==> config.mk <==
export PLATFORM = sky130hd
export DESIGN_NAME = fir_xifu_mem_responder
export DESIGN_NICKNAME = d
export VERILOG_FILES = /design/src/rtl/fir_xifu_mem_responder.sv
export SDC_FILE = /design/constraint.sdc
export NUM_CORES = 1
export LEC_CHECK = 0
export BUFFER_PORTS_ARGS = -buffer_cell sky130_fd_sc_hd__buf_2
export CORE_ASPECT_RATIO = 1.1
export CORE_MARGIN = 5
export CORE_UTILIZATION = 46
export CTS_CLUSTER_DIAMETER = 100
export CTS_CLUSTER_SIZE = 30
export DETAILED_ROUTE_END_ITERATION = 8
export HOLD_SLACK_MARGIN = 0.15
export PLACE_DENSITY = 0.82
export SYNTH_ARGS = -nofsm -noshare
export SYNTH_HDL_FRONTEND = slang
export SYNTH_SLANG_ARGS = --single-unit
==> constraint.sdc <==
create_clock -name clk_i -period 1.6 [get_ports clk_i]
set_input_delay 0.32 -clock clk_i [delete_from_list [all_inputs] [get_ports clk_i]]
set_output_delay 0.32 -clock clk_i [all_outputs]
set_load 0.02 [all_outputs]
==> src/rtl/fir_xifu_mem_responder.sv <==
// fir_xifu_mem_responder
//
// Core-side responder for the X-IF memory channel. Accepts mem_req transactions
// from the XIFU execute stage, re-issues them on an OBI data port, tracks the
// IDs of granted transactions in an in-order FIFO, and returns a registered
// mem_result pulse for each OBI response.
//
// Optional feature macro: FIR_XIFU_MISALIGN_CHECK_EN
//   defined   - word-wide (be=4'b1111) requests with addr[1:0]!=0 are answered
//               with a misaligned exception and never reach the bus.
//   undefined - no check; mem_resp_exc_o / mem_resp_exccode_o tied to 0.
//
// Ports:
//   clk_i, rst_i (sync, active-high), clear_i   clock, reset, soft clear
//   mem_valid_i / mem_ready_o / mem_req_*_i      X-IF memory request
//   mem_resp_exc_o, mem_resp_exccode_o           X-IF response (comb.)
//   mem_result_*_o                               X-IF result (registered pulse)
//   data_*_o / data_*_i                          OBI data port
module fir_xifu_mem_responder #(
    parameter int unsigned ID_WIDTH = 4,
    parameter int unsigned DEPTH    = 2
) (
    input  logic                clk_i,
    input  logic                rst_i,
    input  logic                clear_i,
    input  logic                mem_valid_i,
    output logic                mem_ready_o,
    input  logic [ID_WIDTH-1:0] mem_req_id_i,
    input  logic [31:0]         mem_req_addr_i,
    input  logic                mem_req_we_i,
    input  logic [3:0]          mem_req_be_i,
    input  logic [31:0]         mem_req_wdata_i,
    output logic                mem_resp_exc_o,
    output logic [5:0]          mem_resp_exccode_o,
    output logic                mem_result_valid_o,
    output logic [ID_WIDTH-1:0] mem_result_id_o,
    output logic [31:0]         mem_result_rdata_o,
    output logic                mem_result_err_o,
    output logic                data_req_o,
    input  logic                data_gnt_i,
    output logic [31:0]         data_addr_o,
    output logic                data_we_o,
    output logic [3:0]          data_be_o,
    output logic [31:0]         data_wdata_o,
    input  logic                data_rvalid_i,
    input  logic [31:0]         data_rdata_i,
    input  logic                data_err_i
);

    localparam int unsigned PtrW = (DEPTH > 1) ? $clog2(DEPTH) : 1;
    localparam int unsigned CntW = $clog2(DEPTH + 1);
    localparam logic [CntW:0]   DepthOcc = (CntW + 1)'(DEPTH);
    localparam logic [PtrW-1:0] LastPtr  = PtrW'(DEPTH - 1);

    typedef enum logic {StIdle, StIssue} state_e;

    // Request FSM and request register
    state_e              r_state;
    logic [ID_WIDTH-1:0] r_id;
    logic [31:0]         r_addr;
    logic                r_we;
    logic [3:0]          r_be;
    logic [31:0]         r_wdata;

    // In-order FIFO of granted {id, we}
    logic [ID_WIDTH-1:0] r_fifo_id [DEPTH];
    logic                r_fifo_we [DEPTH];
    logic [PtrW-1:0]     r_wptr;
    logic [PtrW-1:0]     r_rptr;
    logic [CntW-1:0]     r_count;

    // Result register
    logic                r_res_valid;
    logic [ID_WIDTH-1:0] r_res_id;
    logic [31:0]         r_res_rdata;
    logic                r_res_err;

    logic                w_issue;
    logic [CntW:0]       w_occ;
    logic                w_slot_ok;
    logic                w_path_ok;
    logic                w_accept;
    logic                w_misalign;
    logic                w_push;
    logic                w_pop;
    logic [PtrW-1:0]     w_wptr_nxt;
    logic [PtrW-1:0]     w_rptr_nxt;

    assign w_issue = (r_state == StIssue);

    // Occupancy counts the pending request; a pop this cycle is not credited.
    assign w_occ     = {1'b0, r_count} + {{CntW{1'b0}}, w_issue};
    assign w_slot_ok = (w_occ < DepthOcc);
    // In ISSUE a new request can only be taken when the current one is granted.
    assign w_path_ok = !w_issue || data_gnt_i;

    assign mem_ready_o = mem_valid_i && !rst_i && !clear_i && w_slot_ok && w_path_ok;

`ifdef FIR_XIFU_MISALIGN_CHECK_EN
    assign w_misalign         = (mem_req_addr_i[1:0] != 2'b00) && (mem_req_be_i == 4'b1111);
    assign mem_resp_exc_o     = mem_ready_o && w_misalign;
    assign mem_resp_exccode_o = !mem_resp_exc_o ? 6'd0 : (mem_req_we_i ? 6'd6 : 6'd4);
`else
    assign w_misalign         = 1'b0;
    assign mem_resp_exc_o     = 1'b0;
    assign mem_resp_exccode_o = 6'd0;
`endif

    // A misaligned request is acknowledged but leaves FSM and FIFO untouched.
    assign w_accept = mem_ready_o && !w_misalign;
    assign w_push   = w_issue && data_gnt_i;
    assign w_pop    = data_rvalid_i && (r_count != '0);

    assign w_wptr_nxt = (r_wptr == LastPtr) ? '0 : r_wptr + 1'b1;
    assign w_rptr_nxt = (r_rptr == LastPtr) ? '0 : r_rptr + 1'b1;

    // Request FSM with registered bus-side request fields
    always_ff @(posedge clk_i) begin
        if (rst_i) begin
            r_state <= StIdle;
            r_id    <= '0;
            r_addr  <= '0;
            r_we    <= 1'b0;
            r_be    <= '0;
            r_wdata <= '0;
        end else begin
            if (w_accept) begin
                r_state <= StIssue;
                r_id    <= mem_req_id_i;
                r_addr  <= mem_req_addr_i;
                r_we    <= mem_req_we_i;
                r_be    <= mem_req_be_i;
                r_wdata <= mem_req_wdata_i;
            end else if (w_issue && (data_gnt_i || clear_i)) begin
                // Grant wins over clear: a granted request is pushed, not dropped.
                r_state <= StIdle;
            end
        end
    end

    // FIFO storage needs no reset; validity is tracked by r_count.
    always_ff @(posedge clk_i) begin
        if (w_push) begin
            r_fifo_id[r_wptr] <= r_id;
            r_fifo_we[r_wptr] <= r_we;
        end
    end

    always_ff @(posedge clk_i) begin
        if (rst_i) begin
            r_wptr  <= '0;
            r_rptr  <= '0;
            r_count <= '0;
        end else begin
            if (w_push) begin
                r_wptr <= w_wptr_nxt;
            end
            if (w_pop) begin
                r_rptr <= w_rptr_nxt;
            end
            case ({w_push, w_pop})
                2'b10:   r_count <= r_count + 1'b1;
                2'b01:   r_count <= r_count - 1'b1;
                default: r_count <= r_count;
            endcase
        end
    end

    always_ff @(posedge clk_i) begin
        if (rst_i) begin
            r_res_valid <= 1'b0;
            r_res_id    <= '0;
            r_res_rdata <= '0;
            r_res_err   <= 1'b0;
        end else begin
            r_res_valid <= w_pop;
            if (w_pop) begin
                r_res_id    <= r_fifo_id[r_rptr];
                r_res_rdata <= r_fifo_we[r_rptr] ? 32'h0 : data_rdata_i;
                r_res_err   <= data_err_i;
            end else begin
                r_res_id    <= '0;
                r_res_rdata <= '0;
                r_res_err   <= 1'b0;
            end
        end
    end

    assign data_req_o   = w_issue;
    assign data_addr_o  = r_addr;
    assign data_we_o    = r_we;
    assign data_be_o    = r_be;
    assign data_wdata_o = r_wdata;

    assign mem_result_valid_o = r_res_valid;
    assign mem_result_id_o    = r_res_id;
    assign mem_result_rdata_o = r_res_rdata;
    assign mem_result_err_o   = r_res_err;

`ifndef SYNTHESIS
    // An OBI response with nothing outstanding is a bus protocol violation.
    always_ff @(posedge clk_i) begin
        if (!rst_i) begin
            assert (!(data_rvalid_i && (r_count == '0)))
            else $error("fir_xifu_mem_responder: data_rvalid_i with no outstanding transaction");
        end
    end
`endif

endmodule
==> results of run 1 <==
layout make-up:
| cell class | instances | area (sq um) | share of cell area [%] |
|---|---|---|---|
| Sequential cell | 127 | 2650 | 33.4 |
| Timing Repair Buffer | 348 | 2510 | 31.6 |
| Multi-Input combinational cell | 220 | 2000 | 25.2 |
| Clock buffer | 23 | 498 | 6.28 |
| Tap cell | 143 | 179 | 2.26 |
| Clock inverter | 9 | 81.3 | 1.03 |
| Inverter | 3 | 11.3 | 0.142 |
| Antenna cell | 2 | 5.00 | 0.0631 |
critical path, stage by stage (launching register included):
cell	delay, ns
dfxtp_4	0.36
nor2b_4	0.11
nand4_1	0.16
buf_6	0.18
inv_2	0.05
buf_6	0.10
power by group through the flow:
stage / registers (mW) / clock network [mW] / logic (mW)
after floorplan: 3.63 / 0 / 0.394
after global placement: 3.48 / 0 / 0.829
after detailed placement: 3.49 / 0 / 0.856
after CTS: 3.43 / 3.72 / 1.05
after global routing: 3.45 / 3.87 / 1.20
final: 3.43 / 3.66 / 1.13
per-stage QoR:
| stage | setup slack, ns | setup TNS [ns] | instances | instance area (sq um) |
|---|---|---|---|---|
| after floorplan | 0.123 | 0 | 378 | 4840 |
| final | -0.0778 | -1.72 | 875 | 7930 |
| after global placement | -0.0662 | -2.46 | 727 | 6070 |
| after CTS | -0.105 | -0.105 | 860 | 7670 |
| after global routing | -0.126 | -3.74 | 874 | 7930 |
| after detailed placement | -0.0665 | -2.27 | 727 | 6070 |
worst paths after layout:
kind | to | slack, ns | startpoint | cells past startpoint
setup / recovery | mem_ready_o | -0.08 | r_count[1] | 5
hold / removal | data_addr_o[15] | 0.17 | mem_req_addr_i[15] | 2
setup reg to reg | data_addr_o[5] | -0.07 | r_count[1] | 7
hold reg to reg | r_fifo_id[0][3] | 0.45 | r_id[3] | 0
timing repair:
action                                  in CTS  in global routing
cloned                                       0                  5
hold endpoints to repair                    99                  1
gates resized for setup                      6                 17
hold buffers                                99                  1
pin swaps                                    1                  1
endpoints found under the setup margin       7                 47
setup buffers                                2                  7
flip-flops by register name, summed over array words and instances (netlist names), named ones only:
| register | count |
|---|---|
| mem_result_valid_o | 1 |
| r_id | 4 |
| r_fifo_id | 8 |
| r_rptr | 1 |
| mem_result_id_o | 4 |
| data_we_o | 1 |
| r_fifo_we | 2 |
| r_count | 2 |
| mem_result_err_o | 1 |
| data_addr_o | 32 |
| data_req_o | 1 |
| data_be_o | 4 |
| data_wdata_o | 32 |
| mem_result_rdata_o | 32 |
| r_wptr | 1 |
metal layers:
metal | vias up | routed length (um) | track usage, %
met3 | 28 | 1010 | 6.69
met2 | 167 | 7340 | 39.6
met5 | - | 0 | 0
li1 | 1890 | - | -
met4 | 0 | 340 | 9.01
met1 | 1848 | 5160 | 21.7
cells in the mapped netlist, drive strengths merged:
master	instances	area, sq um
xor2	3	26.3
and3	1	6.26
mux2i	4	40.0
buf	22	190
a21boi	1	7.51
xnor2	1	8.76
nand2	3	11.3
clkbuf	6	22.5
or3	1	6.26
nand4	1	6.26
nor2	10	40.0
nand2b	1	6.26
dfxtp	117	2340
and2	33	206
o21ai	2	13.8
conb	1	3.75
or2	1	6.26
edfxtp	10	300
a2111oi	1	27.5
a21oi	1	5.00
mux2	73	1040
inv	3	11.3
nor2b	75	469
ha	1	12.5
cells by family after synthesis:
family          after synthesis  share of synthesized area, %
flops                       127                          54.9
simple gates                126                          15.8
mux                          77                          22.5
buf+inv                      31                          4.65
compound gates                5                          1.12
xor+xnor                      4                         0.728
fa+ha+maj                     1                         0.260
other cells                   1                        0.0779
==> out/metrics.yaml, run 1 <==
outcome:
  outcome: "complete, but fails checks"
  failed_checks: "negative setup slack"
timing:
  setup_viol: 51
  holdWs_ns: 0.165
  fmax_ghz: 0.596
  min_period_over_period_pct: 105
  final-max-slew-violation-count: 0
  finalHoldViolCount: 0
  grt_setup_unrepaired: "yes"
  fin_skew_ns: 0.00915
  timing.final.crit_period_ns: 1.68
  setup_ws_ns: -0.0778
run:
  maxCapViolCount: 0
layout:
  mostFrequentLayoutCell: "buf_2"
  fillerInstances: 605
  drive_above_1_share_pct: 49.9
  layout.nets: 830
  syn2layout_area_growth_pct: 64.8
  final_cell_mix: "buf_2 (219), dfxtp_1 (114), dlygate4sd3_1 (100), nor2b_1 (74), mux2_4 (59)"
  post-route-util_pct: 77.0
grt:
  antenna_found_initial: 1
  grtUsageTotal_pct: 21.1
  grt_pass1_wl_mm: 20.8
  grt_max_degree: 42
  grt_remaining_overflow: 0
  grt_pass1_vias: 4181
pwr:
  p_per_area_nw_per_um2: 1040
  pwr-share-seq_pct: 41.7
  power_frac_comb_pct: 13.7
  sw_frac_of_total_pct: 23.0
  total_power_mw: 8.22
  ir_worst_vdd_uv: 609
  clkPwrFrac_pct: 44.6
  p_int_mw: 6.33
  p_sw_mw: 1.89
  p_leak_nw: 4.00
synth:
  synthDistinctLibCells: 30
  ys_seq_area_share_pct: 54.9
  netlist_instances: 372
  yosys_register_bits: 127
  syn-cell-area_sq_um: 4810
  yosys_warnings: 0
  synth.avg_cell_area_sq_um: 12.9
placed_design:
  gp_congestion: 0.740
  hpwlAfterDp_mm: 8.37
  port_buffers: 220
route:
  antenna_left: 0
  vias: 3933
  post-route-drc-count: 0
  wl_per_cell_um: 15.8
  avgViaCountPerCell: 4.49
  dr.first_iter.drc_count: 98
  first_pass_iters: 4
  finalWirelength_mm: 13.8
floorplanning:
  rows: 39
  pin_count: 228
  core-area_sq_um: 10300
  dieArea_sq_um: 12600
  die_h_um: 117
  chipWidth_um: 108
  initial_core_util_pct: 46.7
worst_setup_path:
  critPathCaptureType: "output port"
  worst_ep_required_time_ns: 1.28
  crit_path_start_kind: "flip-flop"
  worstPathMaxFanout: 3
  critPathKind: "flip-flop to output port"
  arrival_ns: 1.36
clocking:
  clock_sinks: 127
  clockBufferDepth: 2
  cts_tree: "built"
  cts_root_buf: "clkbuf_16"
  clk_pin_slew_worst_paths_ns: 0.06
  clock_latency_ns: 0.40
  cts_made_buffers: 17
  h-tree-depth: 4
hold_path:
  hp-class: "primary input to flip-flop"
(Power assumes the default switching activity.)
==> run 2, diff against run 1 <==
- clock period: 1.6 -> 1.7 ns (I/O delays scaled with it)
==> run 2 against run 1 <==
  * The flow now finishes without violations
  * Clock power down 4%
  * Die area did not move
  * Non-clock buffer count shrank 55
  * Utilization fell by 6.4 points
  * Register-to-register slack better by 0.18 ns
  * Power is 6.8% lower
  * Hold slack got worse by 0.0029 ns
  * Combinational power down 19%
  * Critical path type unchanged
  * Clock-buffer cell count decreased by 4
  * Sequential power is 5.8% lower
  * Largest cell class unchanged
  * Highest routed layer unchanged
  * Wire length down 12%
==> out/metrics.yaml, run 2 (same netlist as run 1, synthesis figures left out) <==
clocking:
  cts_made_buffers: 17
  clock_latency_ns: 0.40
  clockBufferDepth: 2
  cts_root_buf: "clkbuf_16"
  clock_sinks: 127
  h-tree-depth: 4
  cts_tree: "built"
  clk_pin_slew_worst_paths_ns: 0.05
timing:
  fmax_ghz: 0.610
  final-max-slew-violation-count: 0
  min_period_over_period_pct: 96.5
  holdWs_ns: 0.162
  grt_setup_unrepaired: "yes"
  setup_viol: 0
  setup_ws_ns: 0.0603
  fin_skew_ns: 0.00717
  timing.final.crit_period_ns: 1.64
  finalHoldViolCount: 0
floorplanning:
  initial_core_util_pct: 46.7
  rows: 39
  chipWidth_um: 108
  core-area_sq_um: 10300
  die_h_um: 117
  pin_count: 228
  dieArea_sq_um: 12600
grt:
  grt_pass1_vias: 3970
  grt_pass1_wl_mm: 18.8
  grt_remaining_overflow: 0
  grtUsageTotal_pct: 19.3
  antenna_found_initial: 0
  grt_max_degree: 81
layout:
  syn2layout_area_growth_pct: 51.1
  final_cell_mix: "buf_2 (219), dfxtp_1 (115), nor2b_1 (74), dlygate4sd3_1 (62), mux2_4 (59)"
  layout.nets: 775
  fillerInstances: 704
  mostFrequentLayoutCell: "buf_2"
  num_antenna_cells: 0
  drive_above_1_share_pct: 50.1
placed_design:
  gp_congestion: 0.756
  port_buffers: 220
  pre_cts_ws_ns: 0.0679
  hpwlAfterDp_mm: 8.06
pwr:
  p_leak_nw: 3.70
  ir_worst_vdd_uv: 596
  p_per_area_nw_per_um2: 1050
worst_setup_path:
  cp-startpoint: "r_count[1]"
  arrival_ns: 1.30
  critPathKind: "flip-flop to output port"
  critPathCaptureType: "output port"
  worstPathMaxFanout: 4
  worst_ep_required_time_ns: 1.36
  crit_path_start_kind: "flip-flop"
  r2r-start: "r_count[1]"
hold_path:
  hp-start: "mem_req_wdata_i[8]"
  hp-class: "primary input to flip-flop"
route:
  wl_per_cell_um: 14.8
  vias: 3633
  post-route-drc-count: 0
  antenna_left: 0
  first_pass_iters: 4
  avgViaCountPerCell: 4.44
  dr.first_iter.drc_count: 152
  finalWirelength_mm: 12.1
run:
  maxCapViolCount: 0
outcome:
  outcome: "finished clean"
run 2: layout make-up:
cell class                 count  area [sq um]  share of cell area [%]
clock buffer                  19           433                    5.95
clock inverter                13           146                    2.01
inverter                       3          11.3                   0.155
multi-input combinational    220          1980                    27.2
sequential                   127          2650                    36.4
tap                          143           179                    2.46
timing repair buffer         293          1880                    25.8
run 2: per-stage QoR:
step	setup TNS, ns	util (%)	power [mW]	cells	cell area (sq um)
finish	0	70.6	7.66	818	7270
CTS	0	70.5	7.73	817	7250
global placement	0	58.5	4.05	721	6030
floorplan	0	-	3.78	378	4840
global route	-0.0536	70.6	7.95	818	7270
detailed placement	0	58.5	4.07	721	6030
run 2: worst paths after layout:
kind                          end  cells past startpoint  slack [ns]
setup / recovery      mem_ready_o                      5        0.06
hold / removal    data_wdata_o[8]                      2        0.16
setup reg to reg       r_count[1]                      5        0.11
hold reg to reg   r_fifo_id[1][2]                      0        0.46
run 2: where the power goes:
group,leakage [nW],total [mW],switching [mW],internal (mW)
Clock,0.273,3.52,1.25,2.28
Sequential,1.04,3.23,0.0735,3.15
Combinational,2.38,0.913,0.413,0.500
run 2: routing by layer:
| metal | global-route usage (%) | part of all wire (%) | up-vias |
|---|---|---|---|
| met5 | 0 | 0 | - |
| met1 | 19.3 | 37 | 1674 |
| li1 | - | - | 1776 |
| met4 | 9.18 | 2.9 | 0 |
| met3 | 7.08 | 8.0 | 24 |
| met2 | 35.4 | 52 | 159 |
run 2: worst max-delay path: stages (launching register included):
cell and delay [ns]:
dfxtp_4 0.36, nor2b_4 0.11, nand4_1 0.12, buf_6 0.16, inv_2 0.05, buf_6 0.10
run 2: repair_timing:
action | CTS | global route
endpoints found under the hold margin | 61 | 1
pin swaps | 1 | 1
hold buffers | 61 | 1
endpoints found under the setup margin | 1 | 1
resized for setup | 6 | 3
buffers inserted | 3 | 0
==> run 3, diff against run 2 <==
- BUFFER_PORTS_ARGS: -buffer_cell sky130_fd_sc_hd__buf_2 -> -buffer_cell sky130_fd_sc_hd__buf_4
- clock period: 1.7 -> 1.76 ns (I/O delays scaled with it)
==> run 3 against run 2 <==
  * Via count is 3.4% lower
  * Sequential share of layout area is 1.2 points lower
  * First-iteration DRC count is 39% lower
  * Combinational power is 4.4% higher
  * Non-clock buffer count is 35 lower
  * Hold slack worse by 0.00066 ns
  * Clock skew is 0.0012 ns lower
  * Critical path depth stayed put
  * Setup slack worse by 0.031 ns
  * Critical path type unchanged
  * Largest power group unchanged
==> out/metrics.yaml, run 3 (same netlist as run 1, synthesis figures left out) <==
layout:
  fillerInstances: 689
  drive_above_1_share_pct: 55.3
  layout.nets: 740
  final_cell_mix: "buf_4 (234), dfxtp_1 (114), nor2b_1 (74), mux2_4 (59), and2_1 (33)"
  mostFrequentLayoutCell: "buf_4"
  syn2layout_area_growth_pct: 56.4
  multi_input_area_sq_um: 1990
  register_area_sq_um: 2650
  final_area_sq_um: 7530
  num_antenna_cells: 0
clocking:
  clockBufferDepth: 2
  h-tree-depth: 4
  clock_sinks: 127
  cts_tree: "built"
  cts_root_buf: "clkbuf_16"
  cts_made_buffers: 17
  clock_latency_ns: 0.40
  clk_pin_slew_worst_paths_ns: 0.05
floorplanning:
  die_h_um: 117
  dieArea_sq_um: 12600
  rows: 39
  pin_count: 228
  initial_core_util_pct: 46.7
  chipWidth_um: 108
  core-area_sq_um: 10300
grt:
  grt_remaining_overflow: 0
  grt_pass1_wl_mm: 18.4
  antenna_found_initial: 0
  grtUsageTotal_pct: 18.9
  grt_pass1_vias: 3832
  grt_max_degree: 81
hold_path:
  hp-start: "data_rdata_i[20]"
  worstHoldPathCells: 2
  hold_end: "mem_result_rdata_o[20]"
  hp-class: "primary input to flip-flop"
timing:
  finalHoldViolCount: 0
  setup_ws_ns: 0.0288
  holdWs_ns: 0.162
  min_period_over_period_pct: 98.4
  final-max-slew-violation-count: 0
  fmax_ghz: 0.578
  fin_skew_ns: 0.00602
  setup_viol: 0
  grt_setup_unrepaired: "yes"
  fin_setup_tns_ns: 0
  timing.final.crit_period_ns: 1.73
pwr:
  power_frac_comb_pct: 12.3
  p_int_mw: 6.06
  clkPwrFrac_pct: 47.3
  pwr-share-seq_pct: 40.4
  total_power_mw: 7.73
  p_leak_nw: 3.70
  sw_frac_of_total_pct: 21.6
  p_sw_mw: 1.67
  ir_worst_vdd_uv: 649
  p_per_area_nw_per_um2: 1030
route:
  finalWirelength_mm: 12.2
  dr.first_iter.drc_count: 93
  antenna_left: 0
  avgViaCountPerCell: 4.48
  post-route-drc-count: 0
  vias: 3509
  wl_per_cell_um: 15.5
  first_pass_iters: 4
worst_setup_path:
  r2r-start: "r_count[0]"
  worst_ep_required_time_ns: 1.41
  cpLargestDelayFamily: "flip-flops"
  cp.depth: 5
  critPathCaptureType: "output port"
  path_buf_inv: 3
  reg2reg_depth: 6
  cpPeakStageDelay_ns: 0.35
  ff2ff_setup_slack_ns: 0.09
  critPathKind: "flip-flop to output port"
  regToRegEndpoint: "data_addr_o[27]"
  crit_path_start_kind: "flip-flop"
  crit_chain: "nor2b_4 > nand4_1 > buf_12 > clkinv_4 > buf_6"
  arrival_ns: 1.38
  worstPathMaxFanout: 3
  slowest_stage: "dfxtp_4"
placed_design:
  pre_cts_ws_ns: 0.0833
  placed_cell_area_sq_um: 6620
  port_buffers: 220
  gp_congestion: 0.703
  hpwlAfterDp_mm: 8.47
run:
  maxCapViolCount: 0
outcome:
  outcome: "finished clean"
-- run 3: changes by cell type in the layout (fill, tap and decap cells not counted), sizes merged --
| cell | change |
|---|---|
| clkinv | -3 |
| inv | -1 |
| buf | +8 |
| clkbuf | +4 |
| bufbuf | +1 |
| dlygate4sd3 | -44 |
-- run 3: metrics by stage --
| stage | std cells | util [%] |
|---|---|---|
| after floorplan | 378 | - |
| after global placement | 728 | 64.3 |
| after detailed placement | 728 | 64.3 |
| after CTS | 778 | 72.4 |
| after global routing | 783 | 73.1 |
| final | 783 | 73.1 |
-- run 3: repair_timing --
action	4_1_cts	5_1_grt
setup buffers	2	2
resized for setup	4	8
hold endpoints to repair	15	3
gates cloned	1	0
hold buffers	15	3
pin swaps	1	1
endpoints found under the setup margin	1	16
-- run 3: routing by layer --
layer	part of all wire (%)	wire [um]	global-route usage (%)	vias to the layer above
met1	37	4530	19.9	1623
met3	8.9	1090	7.13	22
met2	52	6310	34.0	153
met5	0	0	0	-
li1	-	-	-	1711
met4	2.0	247	8.25	0
-- run 3: power groups by stage --
stage / registers, mW / logic, mW / clock network [mW]
2_1_floorplan: 3.30 / 0.358 / 0
3_3_place_gp: 3.17 / 0.882 / 0
3_5_place_dp: 3.18 / 0.904 / 0
4_1_cts: 3.12 / 0.948 / 3.71
5_1_grt: 3.13 / 1.02 / 3.87
6_report: 3.12 / 0.953 / 3.66
-- run 3: worst max-delay path by stage --
| stage | slack [ns] | endpoint | startpoint |
|---|---|---|---|
| after floorplan | 0.24 | mem_ready_o | rst_i |
| after global placement | 0.12 | data_wdata_o[17] | data_gnt_i |
| after detailed placement | 0.08 | data_addr_o[27] | data_gnt_i |
| after CTS | 0.02 | mem_ready_o | r_count[1] |
| after global routing | -0.03 | mem_ready_o | r_count[1] |
| final | 0.03 | mem_ready_o | r_count[1] |
-- run 3: final cells by class --
class                   instances  area share, %
repair buffers                258           27.4
flip-flops and latches        127           35.2
clock buffers                  23           6.76
multi-input cells             220           26.4
inverters                       3          0.216
well taps                     143           2.38
clock inverters                 9           1.70
